<file path="src/rtl/pupil_det_pkg.sv">
// Shared types for the pupil target detector: line-scan FSM states,
// default coordinate width and the bounding-box record.
package pupil_det_pkg;

  // Default width of every coordinate and count.
  localparam int CW_DEF = 12;

  // Per-line scan states: no ring, outer ring seen, inner run active,
  // closing ring seen after the run.
  typedef enum logic [1:0] {
    ST_IDLE  = 2'd0,
    ST_OUTER = 2'd1,
    ST_INNER = 2'd2,
    ST_CLOSE = 2'd3
  } line_state_t;

  // Bounding box record, sized for the default coordinate width.
  typedef struct packed {
    logic [CW_DEF-1:0] top;
    logic [CW_DEF-1:0] down;
    logic [CW_DEF-1:0] left;
    logic [CW_DEF-1:0] right;
  } box_t;

endpackage

</file>
<file path="src/rtl/pupil_run_scan.sv">
// Per-line run finder: walks green -> blue -> green along a line and flags
// enclosed blue runs whose length lies inside [run_min, run_max].
// The scan state lives in state_q for observation from the hierarchy.
module pupil_run_scan
  import pupil_det_pkg::*;
#(
  parameter int IMG_HDISP = 1280,
  parameter int PIX_W     = 8,
  parameter int CW        = CW_DEF
) (
  input  logic             clk,
  input  logic             rst_n,
  input  logic             clr,
  input  logic             pix_en,
  input  logic             roi_ok,
  input  logic [PIX_W-1:0] pix,
  input  logic [PIX_W-1:0] blue_min,
  input  logic [PIX_W-1:0] blue_max,
  input  logic [PIX_W-1:0] green_min,
  input  logic [PIX_W-1:0] green_max,
  input  logic [CW-1:0]    x,
  input  logic [CW-1:0]    ncnt,
  input  logic [CW-1:0]    run_min,
  input  logic [CW-1:0]    run_max,
  output logic             run_valid,
  output logic [CW-1:0]    run_left,
  output logic [CW-1:0]    run_right
);

  // Last two columns cannot close a run, so the scan is cut there.
  localparam logic [CW-1:0] X_EDGE = CW'(IMG_HDISP - 2);

  line_state_t   state_q, state_d;
  logic [CW-1:0] gap_q, gap_d;
  logic [CW-1:0] left_q, left_d;
  logic [CW-1:0] right_q, right_d;
  logic          is_blue, is_green;
  logic          flag;
  logic [CW:0]   gap_inc;
  logic          gap_hit;
  logic [CW:0]   run_len;

  // Classification: blue wins where ranges overlap; outside the ROI neither.
  always_comb begin
    is_blue  = roi_ok && (pix >= blue_min) && (pix <= blue_max);
    is_green = roi_ok && !is_blue && (pix >= green_min) && (pix <= green_max);
  end

  // Next-state logic for the line FSM, gap counter and run edges.
  always_comb begin
    state_d = state_q;
    gap_d   = gap_q;
    left_d  = left_q;
    right_d = right_q;
    flag    = 1'b0;
    gap_inc = {1'b0, gap_q} + (CW+1)'(1);
    gap_hit = (gap_inc >= {1'b0, ncnt});
    if (clr) begin
      state_d = ST_IDLE;
      gap_d   = '0;
    end else if (pix_en) begin
      case (state_q)
        ST_IDLE: begin
          gap_d = '0;
          if (is_green) state_d = ST_OUTER;
        end
        ST_OUTER: begin
          if (is_blue) begin
            state_d = ST_INNER;
            left_d  = x;
            gap_d   = '0;
          end else if (is_green) begin
            gap_d = '0;
          end else if (gap_hit) begin
            state_d = ST_IDLE;
            gap_d   = '0;
          end else begin
            gap_d = gap_inc[CW-1:0];
          end
        end
        ST_INNER: begin
          if (is_green) begin
            state_d = ST_CLOSE;
            right_d = (x != '0) ? (x - CW'(1)) : '0;
            gap_d   = '0;
          end else if (is_blue) begin
            gap_d = '0;
          end else if (gap_hit) begin
            state_d = ST_IDLE;
            gap_d   = '0;
          end else begin
            gap_d = gap_inc[CW-1:0];
          end
        end
        ST_CLOSE: begin
          // One pixel after the closing green, whatever it is, ends the run.
          flag    = 1'b1;
          state_d = ST_IDLE;
          gap_d   = '0;
        end
        default: begin
          state_d = ST_IDLE;
          gap_d   = '0;
        end
      endcase
      // An INNER run reaching the line edge is dropped: it has no closing ring.
      if (x >= X_EDGE) begin
        state_d = ST_IDLE;
        gap_d   = '0;
      end
    end
  end

  // Run length check on the latched edges.
  always_comb begin
    run_len   = (right_q >= left_q) ? ({1'b0, right_q} - {1'b0, left_q} + (CW+1)'(1)) : '0;
    run_valid = flag && (run_len >= {1'b0, run_min}) && (run_len <= {1'b0, run_max});
    run_left  = left_q;
    run_right = right_q;
  end

  // State register for the line FSM.
  always_ff @(posedge clk) begin
    if (!rst_n) begin
      state_q <= ST_IDLE;
      gap_q   <= '0;
      left_q  <= '0;
      right_q <= '0;
    end else begin
      state_q <= state_d;
      gap_q   <= gap_d;
      left_q  <= left_d;
      right_q <= right_d;
    end
  end

endmodule

</file>
<file path="src/rtl/pupil_target_det.sv">
// Pupil target detector: finds a blue disc ringed by green, grows a box over
// vertically adjacent runs and reports it once per frame on vsync rise.
// Optional feature macro PUPIL_ROI_EN restricts the search to a square ROI.
module pupil_target_det
  import pupil_det_pkg::*;
#(
  parameter int IMG_HDISP = 1280,
  parameter int IMG_VDISP = 720,
  parameter int PIX_W     = 8,
  parameter int CW        = CW_DEF
) (
  input  logic             clk,
  input  logic             rst_n,
  input  logic             per_frame_vsync,
  input  logic             per_frame_href,
  input  logic             per_frame_clken,
  input  logic [PIX_W-1:0] per_img_Bit,
  input  logic [PIX_W-1:0] Blue_min,
  input  logic [PIX_W-1:0] Blue_max,
  input  logic [PIX_W-1:0] Green_min,
  input  logic [PIX_W-1:0] Green_max,
  input  logic [CW-1:0]    NCNT,
  input  logic [CW-1:0]    deh,
  input  logic [CW-1:0]    run_min,
  input  logic [CW-1:0]    run_max,
  input  logic [CW-1:0]    box_min,
  input  logic [CW-1:0]    box_max,
`ifdef PUPIL_ROI_EN
  input  logic [2*CW-1:0]  roi_center,
  input  logic [CW-1:0]    roi_half,
`endif
  output logic             det_valid,
  output logic             det_found,
  output logic [CW-1:0]    center_x,
  output logic [CW-1:0]    center_y,
  output logic [CW-1:0]    out_top,
  output logic [CW-1:0]    out_down,
  output logic [CW-1:0]    out_left,
  output logic [CW-1:0]    out_right
);

  localparam logic [CW-1:0] X_LAST = CW'(IMG_HDISP - 1);
  localparam logic [CW-1:0] Y_LAST = CW'(IMG_VDISP - 1);

  logic          vsync_q;
  logic          vs_rise;
  logic [CW-1:0] x_q, x_d, y_q, y_d;
  logic          roi_ok;
  logic          run_valid;
  logic [CW-1:0] run_left, run_right;

  box_t          region_q, region_d;
  logic          reg_vld_q, reg_vld_d;
  logic [CW-1:0] prev_l_q, prev_l_d, prev_r_q, prev_r_d;
  logic [CW-1:0] last_y_q, last_y_d;
  logic [CW-1:0] dy_run;
  logic          overlap, join_run;

  logic          dv_q, dv_d, found_q, found_d;
  logic [CW-1:0] cx_q, cx_d, cy_q, cy_d;
  box_t          box_q, box_d;
  logic [CW:0]   box_w, box_h, sum_x, sum_y;
  logic          found_now;

  assign vs_rise = per_frame_vsync && !vsync_q;

  // Pixel position: advances per clken, wraps per line, restarts on vsync.
  always_comb begin
    x_d = x_q;
    y_d = y_q;
    if (vs_rise) begin
      x_d = '0;
      y_d = '0;
    end else if (per_frame_clken) begin
      if (x_q == X_LAST) begin
        x_d = '0;
        y_d = (y_q == Y_LAST) ? '0 : (y_q + CW'(1));
      end else begin
        x_d = x_q + CW'(1);
      end
    end
  end

`ifdef PUPIL_ROI_EN
  logic [CW-1:0] roi_cx, roi_cy, roi_dx, roi_dy;
  // Square window around the ROI centre; distances taken without underflow.
  always_comb begin
    roi_cx = roi_center[CW-1:0];
    roi_cy = roi_center[2*CW-1:CW];
    roi_dx = (x_q >= roi_cx) ? (x_q - roi_cx) : (roi_cx - x_q);
    roi_dy = (y_q >= roi_cy) ? (y_q - roi_cy) : (roi_cy - y_q);
    roi_ok = (roi_dx <= roi_half) && (roi_dy <= roi_half);
  end
`else
  assign roi_ok = 1'b1;
`endif

  pupil_run_scan #(
    .IMG_HDISP (IMG_HDISP),
    .PIX_W     (PIX_W),
    .CW        (CW)
  ) u_scan (
    .clk       (clk),
    .rst_n     (rst_n),
    .clr       (vs_rise),
    .pix_en    (per_frame_clken && per_frame_href),
    .roi_ok    (roi_ok),
    .pix       (per_img_Bit),
    .blue_min  (Blue_min),
    .blue_max  (Blue_max),
    .green_min (Green_min),
    .green_max (Green_max),
    .x         (x_q),
    .ncnt      (NCNT),
    .run_min   (run_min),
    .run_max   (run_max),
    .run_valid (run_valid),
    .run_left  (run_left),
    .run_right (run_right)
  );

  // Region growth: the first accepted run seeds it, later runs must overlap
  // the last joined run and stay within deh lines of it.
  always_comb begin
    region_d = region_q;
    reg_vld_d = reg_vld_q;
    prev_l_d = prev_l_q;
    prev_r_d = prev_r_q;
    last_y_d = last_y_q;
    dy_run   = (y_q >= last_y_q) ? (y_q - last_y_q) : '1;
    overlap  = (run_left <= prev_r_q) && (run_right >= prev_l_q);
    join_run = run_valid && (!reg_vld_q || (overlap && (dy_run <= deh)));
    if (vs_rise) begin
      region_d  = '0;
      reg_vld_d = 1'b0;
      prev_l_d  = '0;
      prev_r_d  = '0;
      last_y_d  = '0;
    end else if (join_run) begin
      reg_vld_d = 1'b1;
      prev_l_d  = run_left;
      prev_r_d  = run_right;
      last_y_d  = y_q;
      region_d.down = y_q;
      if (!reg_vld_q) begin
        region_d.top   = y_q;
        region_d.left  = run_left;
        region_d.right = run_right;
      end else begin
        region_d.left  = (run_left < region_q.left) ? run_left : region_q.left;
        region_d.right = (run_right > region_q.right) ? run_right : region_q.right;
      end
    end
  end

  // Frame evaluation: size-check the region and latch the result on vsync rise.
  always_comb begin
    box_w = (region_q.right >= region_q.left) ?
            ({1'b0, region_q.right} - {1'b0, region_q.left} + (CW+1)'(1)) : '0;
    box_h = (region_q.down >= region_q.top) ?
            ({1'b0, region_q.down} - {1'b0, region_q.top} + (CW+1)'(1)) : '0;
    sum_x = {1'b0, region_q.left} + {1'b0, region_q.right};
    sum_y = {1'b0, region_q.top} + {1'b0, region_q.down};
    found_now = reg_vld_q &&
                (box_w >= {1'b0, box_min}) && (box_w <= {1'b0, box_max}) &&
                (box_h >= {1'b0, box_min}) && (box_h <= {1'b0, box_max});
    dv_d    = vs_rise;
    found_d = found_q;
    cx_d    = cx_q;
    cy_d    = cy_q;
    box_d   = box_q;
    if (vs_rise) begin
      found_d = found_now;
      cx_d    = found_now ? sum_x[CW:1] : '0;
      cy_d    = found_now ? sum_y[CW:1] : '0;
      box_d   = found_now ? region_q : '0;
    end
  end

  // All state registers; reset clears position, region and every output.
  always_ff @(posedge clk) begin
    if (!rst_n) begin
      vsync_q   <= 1'b0;
      x_q       <= '0;
      y_q       <= '0;
      region_q  <= '0;
      reg_vld_q <= 1'b0;
      prev_l_q  <= '0;
      prev_r_q  <= '0;
      last_y_q  <= '0;
      dv_q      <= 1'b0;
      found_q   <= 1'b0;
      cx_q      <= '0;
      cy_q      <= '0;
      box_q     <= '0;
    end else begin
      vsync_q   <= per_frame_vsync;
      x_q       <= x_d;
      y_q       <= y_d;
      region_q  <= region_d;
      reg_vld_q <= reg_vld_d;
      prev_l_q  <= prev_l_d;
      prev_r_q  <= prev_r_d;
      last_y_q  <= last_y_d;
      dv_q      <= dv_d;
      found_q   <= found_d;
      cx_q      <= cx_d;
      cy_q      <= cy_d;
      box_q     <= box_d;
    end
  end

  assign det_valid = dv_q;
  assign det_found = found_q;
  assign center_x  = cx_q;
  assign center_y  = cy_q;
  assign out_top   = box_q.top;
  assign out_down  = box_q.down;
  assign out_left  = box_q.left;
  assign out_right = box_q.right;

endmodule
</file>
<file path="config.mk">
export PLATFORM = sky130hd
export DESIGN_NAME = pupil_target_det
export DESIGN_NICKNAME = d
export VERILOG_FILES = /design/src/rtl/pupil_det_pkg.sv /design/src/rtl/pupil_run_scan.sv /design/src/rtl/pupil_target_det.sv
export SDC_FILE = /design/constraint.sdc
export NUM_CORES = 1
export LEC_CHECK = 0
export BUFFER_PORTS_ARGS = -buffer_cell sky130_fd_sc_hd__buf_4
export CORE_ASPECT_RATIO = 1.5
export CORE_MARGIN = 2
export CORE_UTILIZATION = 45
export DETAILED_ROUTE_END_ITERATION = 10
export GPL_TIMING_DRIVEN = 0
export HOLD_SLACK_MARGIN = 0.08
export PLACE_DENSITY_LB_ADDON = 0.12
export SLEW_MARGIN = 10
export SYNTH_ARGS = -nofsm -noshare
export SYNTH_HDL_FRONTEND = slang
export SYNTH_SLANG_ARGS = --single-unit
export TNS_END_PERCENT = 5
</file>
<file path="constraint.sdc">
create_clock -name clk -period 8.65 [get_ports clk]
set_input_delay 0.865 -clock clk [delete_from_list [all_inputs] [get_ports clk]]
set_output_delay 0.865 -clock clk [all_outputs]
set_load 0.03 [all_outputs]
</file>
==> summary.txt, run 1 <==
Detailed routing
  – First-pass detailed-route iteration total: 5
  – DRC Markers: 0
  – Routed wire length per instance: approximately 17 µm
  – Drt initial violations: around 770
  – ANT nets after route: 0
  – Via count: 14800
  – Final WL: ~48000 µm
  – Vias per cell: 5.31

Place
  – Quantity of I/O buffers inserted on ports: 189
  – Global placer's final weighted congestion: 0.895
  – Post-Place Cells: between 2000 and 3000
  – Dpl ws: 2.98 ns
  – Hpwl dp: roughly 40000 µm

Critical path
  – Worst Path Max Fanout: 10
  – CP Data Arrival Time: between 6 and 7 ns
  – CP Capture Type: flop
  – Worst setup SP type: flop
  – Worst-path cell chain: inv_1, ha_1, fa_1, nor2b_1, o21ai_0, a21oi_1, o21ai_0, a211oi_1, nor3_1, nor2_1, nand2_1, ha_1, and3_1, a221oi_1, o21ai_0, a211oi_1, o211ai_1, o41ai_1, and2_1, buf_4, buf_12, mux2i_1
  – Crit-path slowest cell: a211oi_1
  – Crit path kind: reg2reg
  – Max stage delay on crit path: a little under 0.5 ns
  – Worst EP required: roughly 9.1 ns
  – Cell mode on critical path: o21ai_0

Floorplanning
  – CORE AREA: roughly 37000 µm²
  – Die width: approximately 160 µm
  – Initial Util: a little under half
  – Rows: between 80 and 90
  – Die ar.: 38600 µm²
  – Die Ht: around 240 µm
  – I/O pins: around 190

Cells and area
  – FF/Latch Area: between 4000 and 5000 µm²
  – Share of layout cells above drive strength 1: a little over a tenth
  – Commonest non-fill, non-tap cell in the layout: ha_1
  – Multi-input gate area: 11300 µm²
  – Nets@finish: ~2700
  – Layout Utilization: a little over half
  – Most frequent cells in the layout: 289 x ha_1, 281 x nand2_1, 246 x inv_1
  – ANT cells: 0
  – Non-filler cells, final: about 2800
  – Layout area overhead: 16.8%
  – Max FFs per register: 36
  – FILL cells: roughly 3500
  – Biggest register: region_q

Clocking
  – Setup bufs post-CTS: 0
  – # clock sinks: between 200 and 250
  – Clk_lat worst skew: between 0.5 and 0.6 ns
  – Longest Clk Path Bufs: 3
  – Root buf cell: clkbuf_16
  – Max H-tree Level: 1
  – Post-CTS Resized: 0
  – CTS tree: built
  – CTS clk-pin slew, worst paths: roughly 0.07 ns
  – Cts hold-fix bufs: 0
  – Num CTS Buffers: 23

GRT
  – Initial antenna violation count: 0
  – Grt total ovfl: 0
  – GRT Util Overall: 24.9%
  – Pin count of the biggest net entering global routing: 15
  – First-pass GRT wire length: roughly 76000 µm
  – Number of global-route vias before repair: between 10000 and 15000

Yosys
  – Post-synthesis sequential area ratio: ~25%
  – Synthesized instance count: between 2000 and 2500
  – Most used DFF post-synth: dfxtp_1
  – Synthesized area per cell: ~8.1 µm²
  – Synth async-reset ratio: 0%
  – FF+latch count, synth: 210
  – Number of distinct library cells after synthesis: 69
  – Yosys Warn Count: 0
  – Post-Syn Area: around 17000 µm²
  – Net Count, Synth: 2493
  – EDFF count, synth: 0

STA
  – Final Critical Period: approximately 5.6 ns
  – Post-route worst setup slack: about 3.0 ns
  – Slew margin rel.: between 20% and 30%
  – FMAX: roughly 180 MHz
  – Hold_ws: about 0.44 ns
  – Worst-Margin Slew: about 1.1 ns
  – Worst Skew: about 0.022 ns
  – Final number of max-transition violations: 0
  – Final hold vios: 0
  – RSZ-0062 raised after global routing: no
  – Finish-stage setup viols: 0
  – Final Cycle Share: 64.9%
  – Setup_tns: 0 ns

Power and ir drop
  – Pleak: between 9 and 10 nW
  – Pwr/cell area: between 100 and 150 nW/µm²
  – Peak supply drop: 124 µV

Flow run
  – Max-cap viol count: 0

Worst hold path
  – HP Class: reg2reg

Status
  – Status: finished clean
-- metal layers --
| layer | track usage, % | wire (µm) |
|---|---|---|
| met1 | 26.2 | 18600 |
| met2 | 48.4 | 25500 |
| met3 | 2.32 | 1550 |
| met4 | 13.1 | 2710 |
| met5 | 0 | 0 |
-- through the flow --
step / power [W] / area [µm²]
finish: 0.00216 / 19500
CTS: 0.00219 / 19500
global route: 0.00224 / 19500
detailed placement: 0.00117 / 18700
floorplan: 0.00109 / 16700
global placement: 0.00117 / 18700
-- where the power goes --
part	leakage (nW)	internal (W)	switching (W)
Sequential	1.69	0.000968	0.00000165
Combinational	7.13	0.0000764	0.000101
Clock	0.381	0.000588	0.000424
-- final cells by class --
type | instances | area share (%)
plain buffers | 62 | 1.50
repair buffers | 189 | 7.29
inverters | 246 | 4.74
clock buffers | 30 | 3.30
flip-flops and latches | 210 | 21.6
multi-input cells | 1548 | 57.8
clock inverters | 12 | 0.675
well taps | 484 | 3.11
-- critical path: cells and delay by family (launching register included) --
family          cells  cell delay (ns)
fa+ha+maj           3             0.91
simple gates        6             1.23
buf+inv             3             0.38
flops               1             0.46
mux                 1             0.19
compound gates      9             2.35
-- Yosys cell counts, types with 8 or more instances --
master / number / area share [%]
a31oi_1: 20 / 0.75
nand2_1: 281 / 6.3
a21oi_1: 93 / 2.8
xor2_1: 45 / 2.4
nor4_1: 8 / 0.30
nand4_1: 45 / 1.7
inv_1: 246 / 5.5
o21a_1: 10 / 0.45
dfxtp_1: 210 / 25
a211oi_1: 12 / 0.54
and2_1: 12 / 0.45
nor2_1: 160 / 3.6
fa_1: 21 / 2.5
o211ai_1: 10 / 0.45
nand3_1: 25 / 0.75
xnor2_1: 44 / 2.3
a221oi_1: 8 / 0.42
o21ai_0: 115 / 3.5
ha_1: 289 / 22
nand2b_1: 27 / 1.0
mux2i_1: 98 / 5.9
nor3_1: 30 / 0.90
clkbuf_1: 47 / 1.1
a21o_1: 35 / 1.6
nor2b_1: 45 / 1.7
and3_1: 21 / 0.79
-- final timing paths --
path | startpoint | to | slack, ns | cells after the start
max reg2reg | y_q[0] | region_q[16] | 3.04 | 22
min | det_found | det_found | 0.44 | 2
min reg2reg | det_found | det_found | 0.44 | 2
max | y_q[0] | region_q[16] | 3.04 | 22
-- logic make-up (layout without fill, tap and decap cells) --
| family | Yosys count | after routing | synth area share, % |
|---|---|---|---|
| simple gates | 678 | 678 | 18.6 |
| compound gates | 372 | 372 | 14.1 |
| fa+ha+maj | 310 | 310 | 24.2 |
| buf+inv | 308 | 539 | 7.29 |
| flops | 210 | 210 | 25.2 |
| mux | 99 | 99 | 5.95 |
| xor+xnor | 89 | 89 | 4.68 |
(Power assumes the default switching activity.)
==> inputs of run 2 (changes only) <==
==> constraint.sdc (replaced) <==
create_clock -name clk -period 4.55 [get_ports clk]
set_input_delay 0.455 -clock clk [delete_from_list [all_inputs] [get_ports clk]]
set_output_delay 0.455 -clock clk [all_outputs]
set_load 0.03 [all_outputs]
==> run 2 against run 1 <==
Against the previous run:
- via count grew 2.1%
- count of clock-buffer cells in the layout did not move
- combinational power up 93%
- die area unchanged
- critical path type unchanged
- largest cell class unchanged
- clock skew shrank 0.0068 ns
- non-clock buffer count up 39
- sequential cell count stayed put
- critical endpoint is now prev_l_q[1]
- total power grew 91%
==> summary.txt, run 2 (synthesis results as in run 1) <==
STA
  – Final number of max-transition violations: 0 (unchanged)
  – Worst-Margin Slew: 1.14 ns (+0.0337 ns)
  – Finish-stage setup viols: 0 (unchanged)
  – Final hold vios: 0 (unchanged)
  – Final Cycle Share: 99.7% (+35 points)
  – Worst Skew: 0.0148 ns (-0.00682 ns)
  – Hold_ws: 0.150 ns (-0.293 ns)
  – FMAX: 220 MHz (+24%)
  – RSZ-0062 raised after global routing: yes
  – Slew margin rel.: 23.6% (-2.3 points)
  – Final Critical Period: 4.54 ns (-1.08 ns)
  – Post-route worst setup slack: 0.0143 ns (-3.02 ns)

Power and ir drop
  – Pleak: 9.65 nW (+4.9%)
  – Pwr/cell area: 199 nW/µm² (+79%)
  – Peak supply drop: 231 µV (+86%)

Clocking
  – Max H-tree Level: 1 (unchanged)
  – # clock sinks: 210 (unchanged)
  – Clk_lat worst skew: 0.53 ns (about the same)
  – CTS clk-pin slew, worst paths: 0.07 ns (about the same)
  – Longest Clk Path Bufs: 3 (unchanged)
  – Cts hold-fix bufs: 0 (unchanged)
  – CTS tree: built
  – Num CTS Buffers: 23 (unchanged)
  – Root buf cell: clkbuf_16

Cells and area
  – Biggest register: region_q
  – Max FFs per register: 36 (unchanged)
  – FF/Latch Area: 4270 µm² (+1.6%)
  – FILL cells: 3426 (-3.3%)
  – Most frequent cells in the layout: 280 x nand2_1, 274 x ha_1, 235 x inv_1
  – Share of layout cells above drive strength 1: 19.3% (+8.6 points)
  – ANT cells: 0 (unchanged)
  – Layout area overhead: 24.1%
  – Nets@finish: 2746 (+1.4%)
  – Multi-input gate area: 11900 µm² (+5.4%)
  – Commonest non-fill, non-tap cell in the layout: nand2_1

Floorplanning
  – Die ar.: 38600 µm² (unchanged)
  – Die width: 161 µm (unchanged)
  – Die Ht: 240 µm (unchanged)
  – I/O pins: 191 (unchanged)
  – Initial Util: 45.4% (unchanged)
  – Rows: 86 (unchanged)
  – CORE AREA: 36700 µm² (unchanged)

GRT
  – GRT Util Overall: 25.3% (+0.45 points)
  – Number of global-route vias before repair: 14900 (+1.8%)
  – Initial antenna violation count: 0 (unchanged)
  – Grt total ovfl: 0 (unchanged)
  – First-pass GRT wire length: 77600 µm (+2.0%)
  – Pin count of the biggest net entering global routing: 15 (unchanged)

Critical path
  – Worst setup SP type: flop
  – Worst Path Max Fanout: 10 (unchanged)
  – Worst EP required: 5.00 ns (-4.10 ns)
  – Worst Setup SP: u_scan.run_left[0]
  – Worst R2R Setup Slack: 0.01 ns (-3.02 ns)
  – CP Data Arrival Time: 4.99 ns (-1.07 ns)
  – FF-to-FF Start: u_scan.run_left[0]
  – Reg2Reg Depth: 19 (-14%)
  – Crit path kind: reg2reg
  – Worst r2r dst: prev_l_q[1]
  – CP Capture Type: flop

Detailed routing
  – Vias per cell: 5.35 (+0.67%)
  – DR top layer: met4
  – Wire length on met1: 18900 µm (+1.6%)
  – First-pass detailed-route iteration total: 5 (unchanged)
  – DRC Markers: 0 (unchanged)
  – Via count: 15100 (+2.1%)
  – ANT nets after route: 0 (unchanged)
  – DR WL met2: 26500 µm (+3.9%)
  – Final WL: 49900 µm (+3.2%)
  – Drt initial violations: 693 (-9.6%)
  – Met3 Wirelength: 1670 µm (+8.1%)
  – Routed wire length per instance: 17.7 µm (+1.8%)

Worst hold path
  – Hold Path Depth: 2 (unchanged)
  – HP Class: in2reg
  – Hold EP: vsync_q
  – Hold_sp: per_frame_vsync

Place
  – Global placer's final weighted congestion: 0.895 (unchanged)
  – Quantity of I/O buffers inserted on ports: 189 (unchanged)
  – Dpl ws: -1.12 ns (-4.10 ns)
  – Hpwl dp: 40500 µm (unchanged)

Status
  – Status: finished clean

Flow run
  – Max-cap viol count: 0 (unchanged)
-- run 2: cell types whose count changed in the layout (fill, tap and decap cells not counted), sizes merged --
cell / previous run / this run
clkbuf: 77 / 72
bufbuf: 0 / 1
buf: 204 / 247
-- run 2: worst max-delay path, cell delays in order (launching register included) --
cell and delay [ns]:
dfxtp_4 0.40, inv_1 0.09, ha_1 0.32, nand2b_1 0.15, a21oi_1 0.20, o221a_1 0.22, o21a_1 0.20, o221a_2 0.36
nor2_1 0.12, ha_1 0.19, a21o_1 0.17, a2111oi_0 0.38, o21ai_1 0.22, a2111oi_4 0.46, a211oi_4 0.08, buf_12 0.16
buf_12 0.12, nand2_4 0.11, buf_4 0.26, mux2i_1 0.23
-- run 2: how the worst max path moves through the flow --
stage              endpoint  slack, ns  cells past startpoint
2_1_floorplan  region_q[13]        0.1                     22
3_3_place_gp   region_q[18]      -1.07                     22
3_5_place_dp   region_q[16]      -1.12                     22
4_1_cts        region_q[14]      -0.03                     24
5_1_grt         prev_l_q[1]      -0.21                     19
6_report        prev_l_q[1]       0.01                     19
-- run 2: timing repair --
item                                    CTS  global route
pin swaps                                42            54
setup buffers                            28             9
endpoints found under the setup margin  146           141
gates resized for setup                 168           138
hold endpoints to repair                  0             0
cloned                                    1             2
-- run 2: metal layers --
layer	GRT usage (%)	vias to the layer above
met1	26.5	7057
li1	-	7574
met5	0	-
met4	12.9	0
met2	49.6	337
met3	2.42	115
-- run 2: cell type report --
class                           instances  area share [%]
Multi-Input combinational cell       1548            57.4
Sequential cell                       210            20.6
Timing Repair Buffer                  229            8.79
Inverter                              246            4.51
Clock buffer                           30            3.10
Tap cell                              484            2.93
Buffer                                 61            2.03
Clock inverter                         12           0.635
-- run 2: through the flow --
stage / area [µm²] / utilization, % / std cells / total power (W) / setup TNS, ns
finish: 20700 / 56.4 / 2820 / 0.00411 / 0
global route: 20700 / 56.4 / 2820 / 0.00426 / -16.92
CTS: 20200 / 55.1 / 2809 / 0.00415 / -0.243
detailed placement: 18700 / 51.0 / 2739 / 0.00222 / -126.86
global placement: 18700 / 51.0 / 2739 / 0.00222 / -116.98
floorplan: 16700 / - / 2066 / 0.00207 / 0
-- run 2: power by group --
| part | total (W) | internal, W | switching, W |
|---|---|---|---|
| logic | 0.000342 | 0.000147 | 0.000195 |
| registers | 0.00184 | 0.00183 | 0.00000319 |
| clock network | 0.00194 | 0.00112 | 0.000818 |
| total | 0.00411 | 0.00310 | 0.00102 |
==> inputs of run 3 (changes only) <==
--- a/config.mk
+++ b/config.mk
@@ -7,8 +7,7 @@
 export LEC_CHECK = 0
 export BUFFER_PORTS_ARGS = -buffer_cell sky130_fd_sc_hd__buf_4
 export CORE_ASPECT_RATIO = 1.5
-export CORE_MARGIN = 2
-export CORE_UTILIZATION = 45
+export CORE_UTILIZATION = 55
 export DETAILED_ROUTE_END_ITERATION = 10
 export GPL_TIMING_DRIVEN = 0
 export HOLD_SLACK_MARGIN = 0.08
==> run 3 against run 2 <==
Against the previous run:
- the flow now finishes with violations (negative setup slack)
- via count rose by 2.0%
- wire length is 1.3% lower
- core utilization is 14 points higher
- worst hold slack lost 0.0045 ns
- design area rose by 0.56%
- largest cell class unchanged
==> summary.txt, run 3 (synthesis results as in run 1) <==
STA
  – Final hold vios: 0 (unchanged)
  – FMAX: 215 MHz (-2.4%)
  – RSZ-0062 raised after global routing: yes
  – Worst-Margin Slew: 0.872 ns (-0.264 ns)
  – Slew margin rel.: 41.8% (+18 points)
  – Finish-stage setup viols: 45 (+45)
  – Final number of max-transition violations: 0 (unchanged)
  – Final Cycle Share: 102% (+2.4 points)
  – Post-route worst setup slack: -0.0949 ns (-0.109 ns)
  – Hold_ws: 0.146 ns (-0.00446 ns)
  – Setup_tns: -1.17 ns (-1.17 ns)
  – Final Critical Period: 4.64 ns (+0.109 ns)
  – Worst Skew: 0.00848 ns (-0.00632 ns)

Detailed routing
  – First-pass detailed-route iteration total: 5 (unchanged)
  – Final WL: 49200 µm (-1.3%)
  – ANT nets after route: 0 (unchanged)
  – Vias per cell: 5.62 (+5.0%)
  – Drt initial violations: 713 (+2.9%)
  – Via count: 15400 (+2.0%)
  – Routed wire length per instance: 18.0 µm (+1.6%)
  – DRC Markers: 0 (unchanged)

Worst hold path
  – HP Class: in2reg
  – Hold EP: vsync_q
  – Hold Path Depth: 2 (unchanged)
  – Hold_sp: per_frame_vsync

Critical path
  – Worst-path cell chain: inv_4, ha_4, fa_2, nor2b_4, o21ai_2, a21oi_2, o21ai_2, buf_4, buf_4, a21oi_1, xnor2_1, nand2_1, ha_4, and3_4, a221oi_4, o21ai_2, a211oi_2, o211ai_1, buf_4, o41ai_4, and2_4, clkbuf_16, mux2i_1
  – CP Capture Type: flop
  – CP top delay family: compound AO/OA/AOI/OAI gates
  – FF-to-FF Start: y_q[0]
  – CP Buf/Inv Count: 5 (+1)
  – Worst setup SP type: flop
  – Worst EP required: 5.00 ns (about the same)
  – Crit path kind: reg2reg
  – Crit-path slowest cell: o41ai_4
  – Max stage delay on crit path: 0.38 ns (-0.08 ns)
  – Worst Setup SP: y_q[0]
  – Worst Path Max Fanout: 5 (-5)
  – CP Data Arrival Time: 5.09 ns (+0.10 ns)
  – Worst R2R Setup Slack: -0.09 ns (-0.11 ns)
  – Reg2Reg Depth: 23 (+4)
  – Worst r2r dst: region_q[22]

GRT
  – First-pass GRT wire length: 76500 µm (-1.4%)
  – Grt total ovfl: 0 (unchanged)
  – Number of global-route vias before repair: 15400 (+2.9%)
  – Pin count of the biggest net entering global routing: 16 (+1)
  – GRT Util Overall: 31.4% (+6.1 points)
  – Initial antenna violation count: 0 (unchanged)

Cells and area
  – Most frequent cells in the layout: 280 x nand2_1, 275 x ha_1, 239 x inv_1
  – Max FFs per register: 36 (unchanged)
  – Multi-input gate area: 12000 µm² (+0.83%)
  – Nets@finish: 2756 (+0.36%)
  – Layout area overhead: 24.8%
  – FILL cells: 2413 (-30%)
  – FF/Latch Area: 4260 µm² (-0.23%)
  – Biggest register: region_q
  – Commonest non-fill, non-tap cell in the layout: nand2_1
  – ANT cells: 0 (unchanged)
  – Share of layout cells above drive strength 1: 19.1% (-0.20 points)

Clocking
  – CTS tree: built
  – Clk_lat worst skew: 0.53 ns (about the same)
  – Root buf cell: clkbuf_16
  – CTS clk-pin slew, worst paths: 0.07 ns (about the same)
  – Num CTS Buffers: 22 (-4.3%)
  – # clock sinks: 210 (unchanged)
  – Max H-tree Level: 1 (unchanged)
  – Longest Clk Path Bufs: 3 (unchanged)
  – Cts hold-fix bufs: 0 (unchanged)

Power and ir drop
  – Combinational power share: 8.5% (+0.2 points)
  – Switching pwr: 0.000994 W (-2.2%)
  – Pint: 0.00307 W (-0.80%)
  – Power share of the clock group: 46.4% (-0.7 points)
  – Switching share of power: 24.4% (-0.26 points)
  – Pwr/cell area: 196 nW/µm² (-1.7%)
  – Pleak: 9.72 nW (+0.70%)
  – Flop pwr share: 45.1% (+0.5 points)
  – Power, Total: 0.00407 W (-1.1%)
  – Peak supply drop: 190 µV (-18%)

Floorplanning
  – CORE AREA: 29700 µm² (-19%)
  – Die width: 144 µm (-11%)
  – Rows: 77 (-10%)
  – Die Ht: 215 µm (-10%)
  – Initial Util: 56.2% (+11 points)
  – I/O pins: 191 (unchanged)
  – Die ar.: 31000 µm² (-20%)

Place
  – Global placer's final weighted congestion: 0.906 (+1.2%)
  – Quantity of I/O buffers inserted on ports: 189 (unchanged)
  – Hpwl dp: 37500 µm (-7.2%)
  – Dpl ws: -1.14 ns (-0.0153 ns)

Status
  – Failing checks: negative setup slack
  – Status: finished with violations

Flow run
  – Max-cap viol count: 0 (unchanged)
==> run 3: changes by cell type in the layout (fill, tap and decap cells not counted), moves of 4 or more <==
cell and delta:
dfxtp_1 +6, dfxtp_2 -5, inv_1 +4, inv_2 -4
nor2_1 +9, nor2_2 -8
==> run 3: final cells by class <==
type,instances,share of cell area [%]
plain buffers,60,2.09
flip-flops and latches,210,20.5
clock buffers,28,3.00
inverters,246,4.47
clock inverters,12,0.589
well taps,395,2.38
repair buffers,240,9.47
multi-input cells,1549,57.5
==> run 3: power by group through the flow <==
stage	logic, W	clock network [W]	registers, W
after floorplan	0.000181	0	0.00188
after global placement	0.000324	0	0.00188
after detailed placement	0.000335	0	0.00188
after CTS	0.000341	0.00189	0.00184
after global routing	0.000385	0.00197	0.00184
final	0.000345	0.00189	0.00184
==> run 3: worst max-delay path by stage <==
stage	slack, ns	cells after the start	endpoint
floorplan	0.1	22	region_q[13]
global placement	-0.97	22	region_q[13]
detailed placement	-1.14	22	region_q[14]
CTS	-0.03	24	out_left[2]
global route	-0.25	23	region_q[14]
finish	-0.09	23	region_q[22]
==> run 3: repair_timing <==
action / in CTS / in global routing
buffers inserted: 25 / 17
gates cloned: 7 / 3
endpoints found under the setup margin: 146 / 141
hold endpoints to repair: 0 / 0
pin swaps: 46 / 51
gates resized for setup: 193 / 121
==> run 3: through the flow <==
step / cell area, µm² / instances / util (%)
detailed placement: 18600 / 2650 / 62.6
global placement: 18600 / 2650 / 62.6
finish: 20800 / 2740 / 70.1
floorplan: 16700 / 2066 / -
CTS: 20200 / 2721 / 68.1
global route: 20800 / 2740 / 70.1
==> run 3: worst reg2reg max path, stage by stage, from the launching register on <==
cell	delay, ns
dfxtp_4	0.36
inv_4	0.04
ha_4	0.16
fa_2	0.36
nor2b_4	0.13
o21ai_2	0.08
a21oi_2	0.19
o21ai_2	0.09
buf_4	0.14
buf_4	0.13
a21oi_1	0.16
xnor2_1	0.18
nand2_1	0.13
ha_4	0.24
and3_4	0.20
a221oi_4	0.28
o21ai_2	0.08
a211oi_2	0.29
o211ai_1	0.14
buf_4	0.20
o41ai_4	0.38
and2_4	0.26
clkbuf_16	0.16
mux2i_1	0.18
==> run 3: layer usage <==
metal	vias to the layer above	GRT usage (%)	share of wire, %
li1	7603	-	-
met1	7182	33.1	38
met2	446	57.7	52
met3	161	3.30	4.1
met4	0	21.0	6.8
met5	-	0	0
